$ cat config.mk
export PLATFORM = sky130hd
export DESIGN_NAME = if_stage
export DESIGN_NICKNAME = d
export VERILOG_FILES = /design/src/rtl/if_stage.sv
export SDC_FILE = /design/constraint.sdc
export NUM_CORES = 1
export LEC_CHECK = 0
export CAP_MARGIN = 20
export CORE_MARGIN = 2
export CORE_UTILIZATION = 36
export DETAILED_ROUTE_END_ITERATION = 6
export PLACE_DENSITY = 0.67
export REMOVE_ABC_BUFFERS = 1
export SETUP_SLACK_MARGIN = 0.05
export SYNTH_ARGS = -nofsm -noshare
export SYNTH_HDL_FRONTEND = slang
export SYNTH_SLANG_ARGS = --single-unit
$ cat constraint.sdc
create_clock -name clk -period 4.27 [get_ports clk]
set_input_delay 0.854 -clock clk [delete_from_list [all_inputs] [get_ports clk]]
set_output_delay 0.854 -clock clk [all_outputs]
set_load 0.01 [all_outputs]
$ cat src/rtl/if_stage.sv
`default_nettype none
// ============================================================================
// if_stage : instruction fetch PC register plus the IF/ID pipeline register
// Rev 1.0  : initial release
// ============================================================================
module if_stage #(
  parameter logic [31:0] RESET_PC  = 32'h0000_0000,
  parameter logic [31:0] NOP_INSTR = 32'h0000_0013
) (
  input  logic        clk,
  input  logic        reset,
  input  logic        stall_f,
  input  logic        stall_d,
  input  logic        flush_d,
  input  logic        pc_src_e,
  input  logic        jalr_e,
  input  logic [31:0] pc_target_e,
  input  logic [31:0] alu_result_e,
  output logic [31:0] imem_addr,
  input  logic [31:0] imem_rdata,
  output logic [31:0] instr_d,
  output logic [31:0] pc_d,
  output logic [31:0] pc_plus4_d,
  output logic [6:0]  op_d,
  output logic [2:0]  funct3_d,
  output logic        funct7b5_d,
  output logic        valid_d,
  output logic        misalign_d,
  output logic [31:0] fetch_count
);

  logic [31:0] r_pc_f;
  logic        r_misalign_f;
  logic [31:0] r_instr_d;
  logic [31:0] r_pc_d;
  logic [31:0] r_pc_plus4_d;
  logic        r_valid_d;
  logic        r_misalign_d;
  logic [31:0] r_fetch_count;

  logic [31:0] w_redirect_raw;
  logic [31:0] w_pc_plus4_f;
  logic [31:0] w_pc_next;
  logic        w_pc_en;
  logic        w_tgt_misalign;
  logic        w_unused_tgt_lsb;

  // jalr clears bit 0 and the fetch path clears bit 1, so only bits [31:2]
  // of either target survive; bit 1 is kept only to raise the misalign flag.
  always_comb begin
    w_redirect_raw = jalr_e ? alu_result_e : pc_target_e;
    w_tgt_misalign = w_redirect_raw[1];
    w_pc_plus4_f   = r_pc_f + 32'd4;
    w_pc_next      = pc_src_e ? {w_redirect_raw[31:2], 2'b00} : w_pc_plus4_f;
    w_pc_en        = !stall_f || pc_src_e;
  end

  assign w_unused_tgt_lsb = w_redirect_raw[0];

  always_ff @(posedge clk) begin
    if (reset) begin
      r_pc_f       <= RESET_PC;
      r_misalign_f <= 1'b0;
    end else if (w_pc_en) begin
      r_pc_f       <= w_pc_next;
      r_misalign_f <= pc_src_e && w_tgt_misalign;
    end
  end

  always_ff @(posedge clk) begin
    if (reset) begin
      r_instr_d     <= NOP_INSTR;
      r_pc_d        <= 32'd0;
      r_pc_plus4_d  <= 32'd0;
      r_valid_d     <= 1'b0;
      r_misalign_d  <= 1'b0;
      r_fetch_count <= 32'd0;
    end else if (flush_d) begin
      r_instr_d     <= NOP_INSTR;
      r_pc_d        <= 32'd0;
      r_pc_plus4_d  <= 32'd0;
      r_valid_d     <= 1'b0;
      r_misalign_d  <= 1'b0;
    end else if (!stall_d) begin
      r_instr_d     <= imem_rdata;
      r_pc_d        <= r_pc_f;
      r_pc_plus4_d  <= w_pc_plus4_f;
      r_valid_d     <= 1'b1;
      r_misalign_d  <= r_misalign_f;
      r_fetch_count <= r_fetch_count + 32'd1;
    end
  end

  assign imem_addr   = r_pc_f;
  assign instr_d     = r_instr_d;
  assign pc_d        = r_pc_d;
  assign pc_plus4_d  = r_pc_plus4_d;
  assign valid_d     = r_valid_d;
  assign misalign_d  = r_misalign_d;
  assign fetch_count = r_fetch_count;

  // Decode fields come straight off the register so a bubble decodes as ADDI.
  assign op_d       = r_instr_d[6:0];
  assign funct3_d   = r_instr_d[14:12];
  assign funct7b5_d = r_instr_d[30];

endmodule
`default_nettype wire

==> results.cfg <==
[worst_setup_path]
r2r_cells = 5
critPathMaxFanout = 15
r2r_slack_ns = 1.39
rr_endpoint = imem_addr[28]
critical_path_class = reg2reg
rr_startpoint = imem_addr[2]
crit_path_start_kind = flop
worst_setup_path_end_kind = flop
critPathArrivalTime_ns = 3.18
required_ns = 4.57

[floorplan]
die_w_um = 148
die_area_mm2 = 0.0220
initial_core_util_pct = 36.8
die_y_um = 148
ios = 276
core.rowCount = 52
core_area_mm2 = 0.0204

[clocking]
post_cts_buffers = 0
htreeDepth = 4
cts-root-buf = clkbuf_16
cts_tree = built
clockBufferDepth = 2
cts_resized = 0
cts_sinks = 157
cts.hold.buffers_added = 0
cts_buffers = 17
insertion_delay_ns = 0.44
clk_pin_slew_ns = 0.07

[detailed_routing]
wl_mm = 22.7
wl_per_cell_um = 16.8
drtIter0Drc = 328
ant_nets = 0
firstDrtPassIters = 5
vias_per_cell = 5.21
num_vias = 7065
drc = 0

[timing]
setup_viol = 0
finClkSkew_ns = 0.00856
maxSlewViolCount = 0
finalCriticalPeriod_ns = 2.88
fin_ws_ns = 1.39
clock.fmax_mhz = 348
rsz0062_at_grt = no
relSlewSlack_pct = 29.2
finalCritPeriodShare_pct = 67.4
setup_tns_ns = 0
holdWs_ns = 0.451
worst_slew_pin_slew_ns = 1.06
hold_viol = 0

[synth]
yosys.area.top_type = dfxtp_1
synth.most_common_cell = dfxtp_1
synthArstFlopShare_pct = 0
ys.flop_type = dfxtp_1
synthCells = 863
synth_area_mm2 = 0.00750
yosys-top-cells-count = 157 x dfxtp_1, 98 x nor2_1, 86 x mux2i_1, 50 x a21oi_1, 49 x clkbuf_1
ys_warn_count = 0
netlist.area_leader.share_pct = 41.9
ys_types = 53
yosysSeqAreaShare_pct = 41.9
synth_enable_flop_cells = 0
avgSynthCellArea_um2 = 8.69
synth_area_leaders = dfxtp_1 42%, mux2i_1 11%, nor2_1 4.9%
ys_ff_latch = 157

[layout]
nNetsFinal = 1179
seq_area_mm2 = 0.00314
fillers = 1909
areaGrowthSynthToFinish_pct = 43.6
multi_input_area_mm2 = 0.00393
layout-drive-gt1-share_pct = 4.97
antenna_cells = 0

[power]
p_leak_nw = 3.81
vdd_drop_max_mv = 0.248
powerDensity_mw_per_mm2 = 327
p_int_mw = 2.59
p_sw_mw = 0.938
p_clk_share_pct = 41.8
swShare_pct = 26.6
power_frac_comb_pct = 13.3
pwr-share-seq_pct = 44.9

[global_route]
grt_pass1_vias = 6292
grt_usage_pct = 20.1
grt_max_degree = 42
antenna_found_initial = 0
grt_overflow = 0
grt_pass1_wl_mm = 35.0

[placed_design]
numPortBuffers = 267
hpwl_mm = 15.9
gp_congestion = 0.811
dp_worst_setup_slack_ns = 1.04

[flow_run]
max-cap-violations = 0

[hold_path]
hold_path_class = reg2reg
min_to = valid_d
whs_path_depth = 1
holdCritStartpoint = valid_d

[run_status]
outcome = finished clean
[power by group through the flow]
stage | Clock [mW] | Sequential (mW) | Combinational (mW)
after floorplan | 0 | 1.62 | 0.149
after global placement | 0 | 1.61 | 0.466
after detailed placement | 0 | 1.61 | 0.469
after CTS | 1.51 | 1.58 | 0.471
after global routing | 1.57 | 1.59 | 0.507
final | 1.48 | 1.58 | 0.469
[cell families after synthesis]
group / synth area share (%)
and+or+nand+nor: 21.8
AOI/OAI and AO/OA: 14.7
DFF: 41.9
buffers and inverters: 6.09
muxes: 11.5
xor gates and xnor gates: 3.74
adders and majority gates: 0.333
other: 0.0500
[layer usage]
layer | global-route usage (%) | part of all wire [%] | vias to the layer above
met4 | 7.52 | 2.0 | 0
met2 | 32.2 | 48 | 193
li1 | - | - | 3542
met1 | 26.1 | 44 | 3304
met3 | 5.12 | 6.1 | 26
met5 | 0 | 0 | -
[critical path: stages (launching register included)]
cell and delay [ns]:
dfxtp_1 0.49, ha_1 0.26, nand3_1 0.50, nor4_2 0.89, a311oi_1 0.18, a2111oi_0 0.42
[area by class of cell]
type                            count  area share (%)
Sequential cell                   157            29.2
Timing Repair Buffer              278            25.7
Clock buffer                       18            3.98
Tap cell                          270            3.14
Multi-Input combinational cell    611            36.4
Inverter                            9           0.314
Clock inverter                     14            1.24
[through the flow]
step	power, mW	cells	util [%]	area, um^2
3_5_place_dp	2.08	1324	50.0	10200
2_1_floorplan	1.77	777	-	7100
6_report	3.53	1357	52.9	10800
3_3_place_gp	2.08	1324	50.0	10200
4_1_cts	3.56	1356	52.8	10700
5_1_grt	3.67	1357	52.9	10800
[how the worst max path moves through the flow]
stage	slack, ns	endpoint	from	cells past startpoint
floorplan	1.71	fetch_count[31]	stall_d	4
global placement	1.05	fetch_count[31]	flush_d	5
detailed placement	1.04	fetch_count[31]	flush_d	5
CTS	1.39	imem_addr[28]	imem_addr[2]	5
global route	1.20	imem_addr[28]	imem_addr[2]	5
finish	1.39	imem_addr[28]	imem_addr[2]	5
[cells in the final DEF, fill, tap and decap left out, types with 14 or more instances in the layout]
cell / count
a31oi_1: 14
nor2_1: 97
clkdlybuf4s50_1: 263
nand4_1: 21
xnor2_1: 23
clkbuf_16: 17
or4_1: 16
nand2_1: 39
mux2i_1: 86
dfxtp_1: 157
nor3_1: 23
nor4_1: 16
or3_1: 17
a21oi_1: 50
o21ai_0: 42
nand3_1: 27
and4_1: 17
a211oi_1: 15
[sequential cells by signal, summed over array words and instances (netlist names)]
register      count
imem_addr        30
pc_d             30
instr_d          32
misalign_d        1
valid_d           1
r_misalign_f      1
fetch_count      32
pc_plus4_d       30
(Power assumes the default switching activity.)
